File: src/rtl/usb_pkg.sv
`default_nettype none
// ============================================================================
// Module      : usb_pkg
// Description : Shared USB device-side constants and types. It holds the
//               standard request codes used by the EP0 request sequencers,
//               the device-state enum, and the SET_ADDRESS sequencer state
//               enum.
// Revision    : 1.0 - initial release
// ============================================================================
package usb_pkg;

    // Standard request codes
    localparam logic [7:0] USB_BREQ_SET_ADDRESS = 8'h05;
    localparam logic [7:0] USB_BMRT_STD_DEV_OUT = 8'h00;

    // Device state as seen by the host. CONFIGURED is reserved for the
    // SET_CONFIGURATION sequencer.
    typedef enum logic [1:0] {
        USB_DEV_DEFAULT    = 2'd0,
        USB_DEV_ADDRESS    = 2'd1,
        USB_DEV_CONFIGURED = 2'd2
    } usb_dev_state_t;

    // SET_ADDRESS sequencer states
    typedef enum logic [1:0] {
        SA_IDLE    = 2'd0,
        SA_PENDING = 2'd1,
        SA_COMMIT  = 2'd2
    } set_addr_state_t;

endpackage
`default_nettype wire

File: src/rtl/usb_set_address_ctrl.sv
`default_nettype none
// ============================================================================
// Module      : usb_set_address_ctrl
// Description : Sequences the USB SET_ADDRESS request on EP0. It validates the
//               decoded SETUP fields and holds the new address until the host
//               ACKs the zero-length status IN. It then issues one write to
//               the address register and tracks the DEFAULT/ADDRESS device
//               state. A USB bus reset forces a write of address 0.
//
// Ports       : clk, rst_n         - clock, async active-low reset
//               bus_reset_i        - USB bus reset pulse
//               setup_*_i          - decoded SETUP packet, qualified by
//                                    setup_valid_i
//               status_ack_i       - host ACKed the EP0 status-stage ZLP
//               status_ready_o     - EP0 may answer the status IN with a ZLP
//               req_error_o        - malformed SET_ADDRESS, EP0 must STALL
//               abort_o            - pending address discarded
//               addr_wr_en_o/_data - write port to usb_addr_reg
//               dev_state_o        - 0 = DEFAULT, 1 = ADDRESS
// Revision    : 1.0 - initial release
// ============================================================================
module usb_set_address_ctrl
    import usb_pkg::*;
#(
    parameter int TIMEOUT_CYCLES = 60000
) (
    input  logic        clk,
    input  logic        rst_n,
    input  logic        bus_reset_i,
    input  logic        setup_valid_i,
    input  logic [7:0]  setup_bmrt_i,
    input  logic [7:0]  setup_breq_i,
    input  logic [15:0] setup_wvalue_i,
    input  logic [15:0] setup_windex_i,
    input  logic [15:0] setup_wlength_i,
    input  logic        status_ack_i,
    output logic        status_ready_o,
    output logic        req_error_o,
    output logic        abort_o,
    output logic        addr_wr_en_o,
    output logic [6:0]  addr_wr_data_o,
    output logic        dev_state_o
);

    localparam int               CNT_W        = $clog2(TIMEOUT_CYCLES + 1);
    // The counter equals the number of completed PENDING cycles. Aborting on
    // the edge where it would reach TIMEOUT_CYCLES places abort_o exactly
    // TIMEOUT_CYCLES cycles after status_ready_o rises.
    localparam logic [CNT_W-1:0] TIMEOUT_LAST = CNT_W'(TIMEOUT_CYCLES - 1);

    set_addr_state_t state_q;
    usb_dev_state_t  dev_state_q;
    logic [6:0]      pend_addr_q;
    logic [CNT_W-1:0] cnt_q;
    logic            ready_q;
    logic            error_q;
    logic            abort_q;
    logic            wr_en_q;
    logic [6:0]      wr_data_q;

    logic is_set_addr;
    logic fields_ok;

    assign is_set_addr = (setup_bmrt_i == USB_BMRT_STD_DEV_OUT) &&
                         (setup_breq_i == USB_BREQ_SET_ADDRESS);
    assign fields_ok   = (setup_wvalue_i[15:7] == 9'd0) &&
                         (setup_windex_i == 16'd0) &&
                         (setup_wlength_i == 16'd0);

    always_ff @(posedge clk or negedge rst_n) begin
        if (!rst_n) begin
            state_q     <= SA_IDLE;
            dev_state_q <= USB_DEV_DEFAULT;
            pend_addr_q <= 7'd0;
            cnt_q       <= '0;
            ready_q     <= 1'b0;
            error_q     <= 1'b0;
            abort_q     <= 1'b0;
            wr_en_q     <= 1'b0;
            wr_data_q   <= 7'd0;
        end else if (bus_reset_i) begin
            // Bus reset wins over everything and is not reported as an abort.
            state_q     <= SA_IDLE;
            dev_state_q <= USB_DEV_DEFAULT;
            pend_addr_q <= 7'd0;
            cnt_q       <= '0;
            ready_q     <= 1'b0;
            error_q     <= 1'b0;
            abort_q     <= 1'b0;
            wr_en_q     <= 1'b1;
            wr_data_q   <= 7'd0;
        end else begin
            error_q   <= 1'b0;
            abort_q   <= 1'b0;
            wr_en_q   <= 1'b0;
            wr_data_q <= 7'd0;

            // The write strobe is out this cycle, so the address register
            // holds the new address from the next cycle on. dev_state follows
            // the register.
            if (state_q == SA_COMMIT) begin
                dev_state_q <= (pend_addr_q != 7'd0) ? USB_DEV_ADDRESS : USB_DEV_DEFAULT;
                state_q     <= SA_IDLE;
            end

            if (setup_valid_i) begin
                if (is_set_addr && fields_ok) begin
                    // A fresh SET_ADDRESS replaces any pending one. The old
                    // one is reported as discarded.
                    abort_q     <= (state_q == SA_PENDING);
                    pend_addr_q <= setup_wvalue_i[6:0];
                    cnt_q       <= '0;
                    ready_q     <= 1'b1;
                    state_q     <= SA_PENDING;
                end else begin
                    error_q <= is_set_addr;
                    if (state_q == SA_PENDING) begin
                        abort_q <= 1'b1;
                        ready_q <= 1'b0;
                        state_q <= SA_IDLE;
                    end
                end
            end else if (state_q == SA_PENDING) begin
                if (status_ack_i) begin
                    ready_q   <= 1'b0;
                    wr_en_q   <= 1'b1;
                    wr_data_q <= pend_addr_q;
                    state_q   <= SA_COMMIT;
                end else if (cnt_q == TIMEOUT_LAST) begin
                    ready_q <= 1'b0;
                    abort_q <= 1'b1;
                    state_q <= SA_IDLE;
                end else begin
                    cnt_q <= cnt_q + CNT_W'(1);
                end
            end
        end
    end

    assign status_ready_o = ready_q;
    assign req_error_o    = error_q;
    assign abort_o        = abort_q;
    assign addr_wr_en_o   = wr_en_q;
    assign addr_wr_data_o = wr_data_q;
    assign dev_state_o    = (dev_state_q == USB_DEV_ADDRESS);

endmodule
`default_nettype wire
File: config.mk
export PLATFORM = sky130hd
export DESIGN_NAME = usb_set_address_ctrl
export DESIGN_NICKNAME = d
export VERILOG_FILES = /design/src/rtl/usb_pkg.sv /design/src/rtl/usb_set_address_ctrl.sv
export SDC_FILE = /design/constraint.sdc
export NUM_CORES = 1
export LEC_CHECK = 0
export CELL_PAD_IN_SITES_DETAIL_PLACEMENT = 0
export CELL_PAD_IN_SITES_GLOBAL_PLACEMENT = 1
export CORE_MARGIN = 2
export CORE_UTILIZATION = 34
export DETAILED_ROUTE_END_ITERATION = 8
export GPL_TIMING_DRIVEN = 0
export PLACE_DENSITY = 0.94
export SLEW_MARGIN = 40
export SYNTH_ARGS = -nofsm -noshare
export SYNTH_HDL_FRONTEND = slang
export SYNTH_SLANG_ARGS = --single-unit
File: constraint.sdc
create_clock -name clk -period 4.75 [get_ports clk]
set_input_delay 0.95 -clock clk [delete_from_list [all_inputs] [get_ports clk]]
set_output_delay 0.95 -clock clk [all_outputs]
set_load 0.03 [all_outputs]
==> results.py <==
metrics = {
    "yosys": {
        "synth.avg_cell_area_um2": 10.5,
        "yosysWarningCount": 0,
        "post-synth-top-count-cell": "dfrtp_1",
        "syn-num-nets": 252,
        "ys.flop_type": "dfrtp_1",
        "synth_top_area_share_pct": 48.3,
        "syn_area_mm2": 0.00192,
        "async_reset_ff_share_pct": 100,
        "synth-seq-area-share_pct": 48.3,
        "synth_edf_count": 0,
        "ys_ff_latch": 37,
        "synth_area_leaders": "dfrtp_1 (48%), nor4_1 (3.9%), a22o_1 (3.7%)",
        "synth_cells": 182,
        "synth_top_cell_by_area": "dfrtp_1",
        "synth.distinct_cells": 44,
        "synthTopCellsByCount": "dfrtp_1 (37), nor2_1 (14), nor4_1 (12)",
    },
    "drt": {
        "first_pass_iters": 4,
        "drt_iter0_markers": 110,
        "vias_per_cell": 5.18,
        "vias": 1768,
        "routed_wl_um": 4880,
        "drtAntennaViolNets": 0,
        "drc": 0,
        "wire_per_inst_um": 14.3,
    },
    "placement": {
        "post-dp-hpwl_um": 3810,
        "dp.cells": 333,
        "pre_cts_ws_ns": 1.42,
        "io_buffer_count": 78,
        "gp_congestion": 0.777,
    },
    "cts": {
        "cts_buffers": 5,
        "clkTransAtPathRegs_ns": 0.07,
        "cts_tree": "done",
        "cts_setup_buffers": 0,
        "clock-sinks": 37,
        "cts.path.max_buffers": 2,
        "clockRootBuffer": "clkbuf_8",
        "clk_latency_ns": 0.29,
        "cts_resized": 0,
        "hold_buffers": 0,
        "h-tree-depth": 2,
    },
    "power_and_ir_drop": {
        "irDropWorstVdd_mv": 0.158,
        "p_leak_nw": 1.14,
        "power.density_mw_per_mm2": 214,
    },
    "run_status": {
        "status": "finished clean",
    },
    "hold_path": {
        "holdCritPathClass": "flip-flop to flip-flop",
    },
    "grt": {
        "grt_pass1_wl_um": 8520,
        "overflow": 0,
        "grtUsageTotal_pct": 17.3,
        "grt_pass1_vias": 1822,
        "antenna_found_initial": 0,
        "grt_max_degree": 23,
    },
    "timing": {
        "fin_tns_setup_ns": 0,
        "relSlewSlack_pct": 54.5,
        "fin_crit_sh_pct": 63.9,
        "slew_violations": 0,
        "fin_ws_ns": 1.71,
        "clock_skew_ns": 0.00546,
        "worstMarginPinSlew_ns": 0.679,
        "rsz0062_at_grt": "false",
        "fmax_ghz": 0.329,
        "hold_violations": 0,
        "final.min_clock_period_ns": 3.04,
        "setup_viol": 0,
    },
    "final_layout": {
        "regArea_um2": 926,
        "diodes": 0,
        "drive_gt1_share_pct": 8.92,
        "finalNetCount": 338,
        "syn_to_final_growth_pct": 51.2,
        "fillers": 522,
        "multi_input_area_um2": 955,
        "fin_cells": 341,
    },
    "floorplan": {
        "die-area_mm2": 0.00625,
        "core_area_mm2": 0.00547,
        "die_w_um": 79.1,
        "rows": 27,
        "ioPinCount": 81,
        "die_h_um": 79.1,
        "initial_core_util_pct": 35.0,
    },
    "worst_setup_path": {
        "cp_max_fo": 7,
        "critical_path.top_delay_family": "simple AND/OR/NAND/NOR gates",
        "critical_path_arrival_ns": 3.25,
        "worst-path-buf-inv": 1,
        "end_kind": "flip-flop",
        "startpoint_type": "primary input",
        "worstSetupPathType": "primary input to flip-flop",
        "required_ns": 4.97,
        "critPathSlowestCell": "o41ai_4",
        "crit_chain": "clkdlybuf4s50_1, nor4_1, nand4_1, o41ai_4, nor2_2, or3_1, a21oi_1",
        "max_stage_delay_ns": 0.66,
    },
    "flow_run": {
        "max-cap-violations": 0,
    },
}
## final cells by class
type,instances,area share (%)
clock inverters,2,0.518
clock buffers,6,2.50
inverters,2,0.259
multi-input cells,137,32.9
flip-flops and latches,37,32.0
repair buffers,79,27.7
plain buffers,6,0.993
well taps,72,3.11
## power by group
part	internal, mW	switching [mW]
Sequential	0.315	0.000182
Combinational	0.0561	0.0295
Clock	0.103	0.116
Total	0.475	0.145
## cells by family after synthesis
group	Yosys count	synth area share [%]
buffers and inverters	8	1.89
and+or+nand+nor	90	29.9
xor gates and xnor gates	8	3.66
muxes	1	0.522
AOI/OAI and AO/OA	37	15.1
DFF	37	48.3
adders and majority gates	1	0.653
## placed cells by master, fill, tap and decap left out, types with 4 or more instances in the layout
master and instances:
nor3_1 7, a22o_1 8, nand2_1 8, nand4_1 8, o21ai_0 6, nand3_1 6, nor2_1 14, clkdlybuf4s50_1 77
and2_1 8, dfrtp_1 37, nor4_1 12, clkbuf_8 5, xor2_1 8, a21oi_1 8, clkbuf_1 4
## metrics by stage
stage	utilization [%]	cell area [um2]	power [mW]	hold WS (ns)
after floorplan	-	1920	0.338	0.477
after global placement	50.9	2790	0.405	0.498
after detailed placement	51.3	2810	0.408	0.505
after CTS	52.9	2900	0.625	0.521
after global routing	52.9	2900	0.643	0.551
final	52.9	2900	0.620	0.515
## registers in the layout, indices dropped and copies added, names as in the netlist
name            cells
dev_state_q         1
cnt_q              16
abort_o             1
status_ready_o      1
req_error_o         1
pend_addr_q         7
state_q             2
addr_wr_data_o      7
addr_wr_en_o        1
## layer usage
metal	up-vias	track usage (%)	wire [um]
li1	865	-	-
met1	865	21.4	2130
met2	34	29.9	2500
met3	4	3.64	187
met4	0	5.69	53
met5	-	0	0
## worst paths after layout
kind	from	to	depth (start not counted)	slack (ns)
min in group asynchronous	rst_n	cnt_q[7]	1	0.64
max in group asynchronous	rst_n	pend_addr_q[0]	2	3.64
setup reg to reg	cnt_q[0]	cnt_q[2]	8	2.63
setup / recovery	setup_wlength_i[6]	cnt_q[15]	7	1.71
hold / removal	pend_addr_q[2]	addr_wr_data_o[2]	1	0.52
hold reg to reg	pend_addr_q[2]	addr_wr_data_o[2]	1	0.52
Power figures use the tool's default switching activity.
